<file path="src/rtl/eater_control.sv">
// eater_control: five T-state microcode sequencer for an 8-bit breadboard CPU.
// Build option EATER_FLAGS_EN adds the carry/zero flag register, fi, JC and JZ.
module eater_control #(
  parameter int STEPS = 5
) (
  input  logic        clk,
  input  logic        rst_n,
  input  logic [3:0]  opcode,
  input  logic        alu_ovf,
  input  logic        alu_zf,
  output logic [15:0] ctrl,
  output logic [2:0]  step,
  output logic        cf,
  output logic        zf
);

  localparam logic [15:0] HLT = 16'h8000;
  localparam logic [15:0] MI  = 16'h4000;
  localparam logic [15:0] RI  = 16'h2000;
  localparam logic [15:0] RO  = 16'h1000;
  localparam logic [15:0] IO  = 16'h0800;
  localparam logic [15:0] II  = 16'h0400;
  localparam logic [15:0] AI  = 16'h0200;
  localparam logic [15:0] AO  = 16'h0100;
  localparam logic [15:0] EO  = 16'h0080;
  localparam logic [15:0] SU  = 16'h0040;
  localparam logic [15:0] BI  = 16'h0020;
  localparam logic [15:0] OI  = 16'h0010;
  localparam logic [15:0] CE  = 16'h0008;
  localparam logic [15:0] CO  = 16'h0004;
  localparam logic [15:0] J   = 16'h0002;
`ifdef EATER_FLAGS_EN
  localparam logic [15:0] FI_EN = 16'h0001;
`else
  localparam logic [15:0] FI_EN = 16'h0000;
`endif

  // state | meaning
  // T0    | fetch: PC -> MAR
  // T1    | fetch: RAM -> IR, PC++
  // T2-T4 | opcode-specific execute steps
  // HALTED| frozen after HLT; only rst_n leaves
  typedef enum logic [2:0] {
    T0     = 3'd0,
    T1     = 3'd1,
    T2     = 3'd2,
    T3     = 3'd3,
    T4     = 3'd4,
    HALTED = 3'd5
  } state_t;

  localparam state_t LAST = state_t'(STEPS - 1);

  state_t state_q, state_d;

  always_comb begin
    state_d = state_q;
    if (state_q == HALTED || ctrl[15]) state_d = HALTED;
    else if (state_q == LAST)          state_d = T0;
    else                               state_d = state_t'(state_q + 3'd1);
  end

  always_ff @(posedge clk or negedge rst_n) begin
    if (!rst_n) state_q <= T0;
    else        state_q <= state_d;
  end

  // Halt reports T2 so the step display stays on the instruction that stopped us.
  assign step = (state_q == HALTED) ? 3'd2 : state_q;

  always_comb begin
    ctrl = 16'h0;
    case (state_q)
      T0:     ctrl = CO | MI;
      T1:     ctrl = RO | II | CE;
      HALTED: ctrl = HLT;
      default: begin
        case (opcode)
          4'h1: ctrl = (state_q == T2) ? (IO | MI) : (state_q == T3) ? (RO | AI) : 16'h0;
          4'h2: ctrl = (state_q == T2) ? (IO | MI) : (state_q == T3) ? (RO | BI)
                                                   : (EO | AI | FI_EN);
          4'h3: ctrl = (state_q == T2) ? (IO | MI) : (state_q == T3) ? (RO | BI)
                                                   : (EO | AI | SU | FI_EN);
          4'h4: ctrl = (state_q == T2) ? (IO | MI) : (state_q == T3) ? (AO | RI) : 16'h0;
          4'h5: ctrl = (state_q == T2) ? (IO | AI) : 16'h0;
          4'h6: ctrl = (state_q == T2) ? (IO | J) : 16'h0;
          4'h7: ctrl = (state_q == T2 && cf) ? (IO | J) : 16'h0;
          4'h8: ctrl = (state_q == T2 && zf) ? (IO | J) : 16'h0;
          4'hE: ctrl = (state_q == T2) ? (AO | OI) : 16'h0;
          4'hF: ctrl = (state_q == T2) ? HLT : 16'h0;
          default: ctrl = 16'h0;
        endcase
      end
    endcase
  end

`ifdef EATER_FLAGS_EN
  logic cf_q, zf_q;

  always_ff @(posedge clk or negedge rst_n) begin
    if (!rst_n) begin
      cf_q <= 1'b0;
      zf_q <= 1'b0;
    end else if (ctrl[0]) begin
      cf_q <= alu_ovf;
      zf_q <= alu_zf;
    end
  end

  assign cf = cf_q;
  assign zf = zf_q;
`else
  logic unused_alu;
  assign unused_alu = alu_ovf ^ alu_zf;
  assign cf = 1'b0;
  assign zf = 1'b0;
`endif

endmodule
</file>
<file path="config.mk">
export PLATFORM = sky130hd
export DESIGN_NAME = eater_control
export DESIGN_NICKNAME = d
export VERILOG_FILES = /design/src/rtl/eater_control.sv
export SDC_FILE = /design/constraint.sdc
export NUM_CORES = 1
export LEC_CHECK = 0
export ABC_AREA = 1
export CAP_MARGIN = 20
export CORE_UTILIZATION = 40
export CTS_BUF_LIST = sky130_fd_sc_hd__clkbuf_8
export CTS_CLUSTER_SIZE = 14
export DETAILED_ROUTE_END_ITERATION = 12
export PLACE_DENSITY = 0.85
export REMOVE_ABC_BUFFERS = 1
export SLEW_MARGIN = 10
export SYNTH_ARGS = -nofsm -noshare
export SYNTH_HDL_FRONTEND = slang
export SYNTH_SLANG_ARGS = --single-unit
</file>
<file path="constraint.sdc">
create_clock -name clk -period 1.95 [get_ports clk]
set_input_delay 0.39 -clock clk [delete_from_list [all_inputs] [get_ports clk]]
set_output_delay 0.39 -clock clk [all_outputs]
set_load 0.03 [all_outputs]
</file>
==> metrics <==
run status=finished, final reports clean; Internal Dissipation=214.7 uW; number of global-route vias before repair=511; Sequential Power Share=22.0%; Most flops, register=state_q; Iter 0 DRT Violations=5; largest net degree at the start of global routing=10; largest cells by area after synthesis=dfrtp_1 13%, nand2_1 13%, ha_1 11%; CTS root buffer=clkbuf_8; total power=285.0 uW; kind of critical path=reg -> out; DPL Wire Length=1.004 mm; worst-case reg-to-reg path depth=8; Max FO, Critical Path=4; synthesized area=561.8 sq um; hold buffer count at CTS=0; count of cell types in the netlist=23; asr flop ratio synth=100.0%; area leader, netlist=dfrtp_1; fin cells=131; Net Sw Power=70.30 uW; Layout Skew=2.910 ps; Die X=39.48 um; CTS buffer count=3; first-pass GRT wire length=1.938 mm; row cnt=13; Detailed Route WL=1.389 mm; fillcell total=101; CTS Sinks=3; worst hold slack=355.6 ps; drt via density=4.672; ys flop type=dfrtp_1; core area=1301 sq um; final setup fails=0; number of synthesized flops with an enable pin=0; Die Span Y=39.48 um; Tmin final=1926 ps; CP required=1560 ps; drt pass-1 iters=4; combinational share of power=16.9%; Layout area overhead=74.16%; Cells after Synth=83; Final Hold Viols=0; IO Pins=29; Port Buf Inserts=23; Clock power frac=61.1%; most instantiated cells after synthesis=20 x nand2_1, 14 x inv_1, 9 x nor2_1, 5 x ha_1; most frequent cell after synthesis=nand2_1; syn avg cell area=6.769 sq um; Regs by FF count=state_q (3); IR drop worst, VDD=0.3661 mV; layout cell share with drive strength beyond 1=56.03%; power per cell area=291.3 nW/um^2; Yosys top cell area share=13.36%; CTS HTree Levels=1; max reg flops=3; Placed Instances=125; n_diodes=0; max_cap viols=0; Hold WC Path Type=in -> async; DR WL/cell=10.60 um; Clock Path Buffers=2; clk slew on worst S/H paths=30 ps; Via Count=612; Fmax=0.5193 GHz; total grt overflow=0; Tot GR Track Use=18.49%; P_leak=0.0004989 uW; Synth Register Bits=3; DRC viols=0; fin crit share=98.76%; nets@finish=130; CP arrival=1540 ps; crit path capture type=output port; clk_lat worst skew=220 ps; setup total negative slack=0 ps; initial antenna violation count=0; Final GP Congestion=0.7420; Starting Density=43.17%; YS warnings=0; startpoint types=flop; Die Footprint=1558 sq um; sequential fraction of the synthesis area=13.36%; number of nets with antenna violations after routing=0; unrepaired setup endpoints after global routing=yes; TritonCTS clock tree=yes; max-slew violations=0; sw frac=24.67%
[worst paths after layout]
check / end / slack (ps) / from
worst min-delay path: state_q[1] / 360 / rst_n
max in group asynchronous: state_q[0] / 1440 / rst_n
worst max register to register: state_q[0] / 560 / state_q[0]
worst min register to register: state_q[0] / 630 / state_q[0]
min in group clk: state_q[0] / 630 / state_q[0]
worst max-delay path: ctrl[5] / 20 / state_q[0]
[metrics by stage]
step,setup slack (ps),instance area [sq um],utilization [%]
after CTS,3.614,883.3,67.88
final,24.17,978.4,75.19
after global routing,-27.45,978.4,75.19
after floorplan,-82.13,528.0,-
after detailed placement,-115.8,787.0,60.48
after global placement,-90.55,787.0,60.48
[cell type report]
type | instances | area, sq um | area share, %
Inverter | 15 | 66.31 | 6.777
Tap cell | 15 | 18.77 | 1.918
Timing Repair Buffer | 32 | 275.3 | 28.13
Sequential cell | 3 | 76.32 | 7.801
Clock inverter | 1 | 3.754 | 0.3836
Multi-Input combinational cell | 62 | 496.7 | 50.77
Clock buffer | 3 | 41.29 | 4.220
[power by group through the flow]
stage / logic (uW) / registers, uW / clock network (uW)
after floorplan: 22.5 / 63.4 / 0
after global placement: 44.8 / 63.4 / 0
after detailed placement: 45.3 / 63.4 / 0
after CTS: 45.9 / 62.7 / 181
after global routing: 52.9 / 62.7 / 183
final: 48.1 / 62.7 / 174
[cells in the final DEF, fill, tap and decap left out]
cell / count
dfrtp_1: 2
clkdlybuf4s50_1: 1
buf_4: 21
nand3_2: 5
buf_6: 5
dfrtp_2: 1
o21ai_1: 1
inv_4: 2
inv_2: 4
nand2_1: 19
nand2_2: 2
o21ai_0: 1
dlymetal6s2s_1: 2
nor3_2: 3
nor2_4: 5
conb_1: 3
o22ai_2: 1
a21oi_1: 1
nand2_4: 1
o211ai_1: 2
nor2_1: 7
nor2_2: 3
o21ai_2: 1
a21oi_4: 1
ha_4: 5
clkbuf_8: 3
inv_1: 9
inv_6: 1
dlygate4sd2_1: 3
o21ai_4: 1
[cell families after synthesis]
family / synth area share [%]
AO/OA/AOI/OAI: 14.92
adder cells (fa/ha/maj): 11.14
buffers and inverters: 18.26
flip-flops: 13.36
other: 0.6675
AND/OR/NAND/NOR: 41.65
[what timing repair did]
action | CTS | global route
setup buffers | 0 | 2
setup endpoints to repair | 13 | 10
gates resized for setup | 20 | 20
pin swaps | 2 | 9
[per-layer routing]
layer / vias up / GRT usage [%] / part of all wire [%]
li1: 317 / - / -
met1: 277 / 17.75 / 37
met2: 18 / 38.11 / 59
met3: 0 / 0 / 4.4
met4: 0 / 10.34 / 0
met5: - / 0 / 0
[critical path, cell delays in order (launching register included)]
cell,delay (ps)
dfrtp_2,440
inv_4,70
ha_4,170
inv_4,70
nor2_4,40
nor2_4,140
nand2_4,100
nor3_2,100
buf_4,170
No activity file was read; power rests on OpenSTA's default activity.
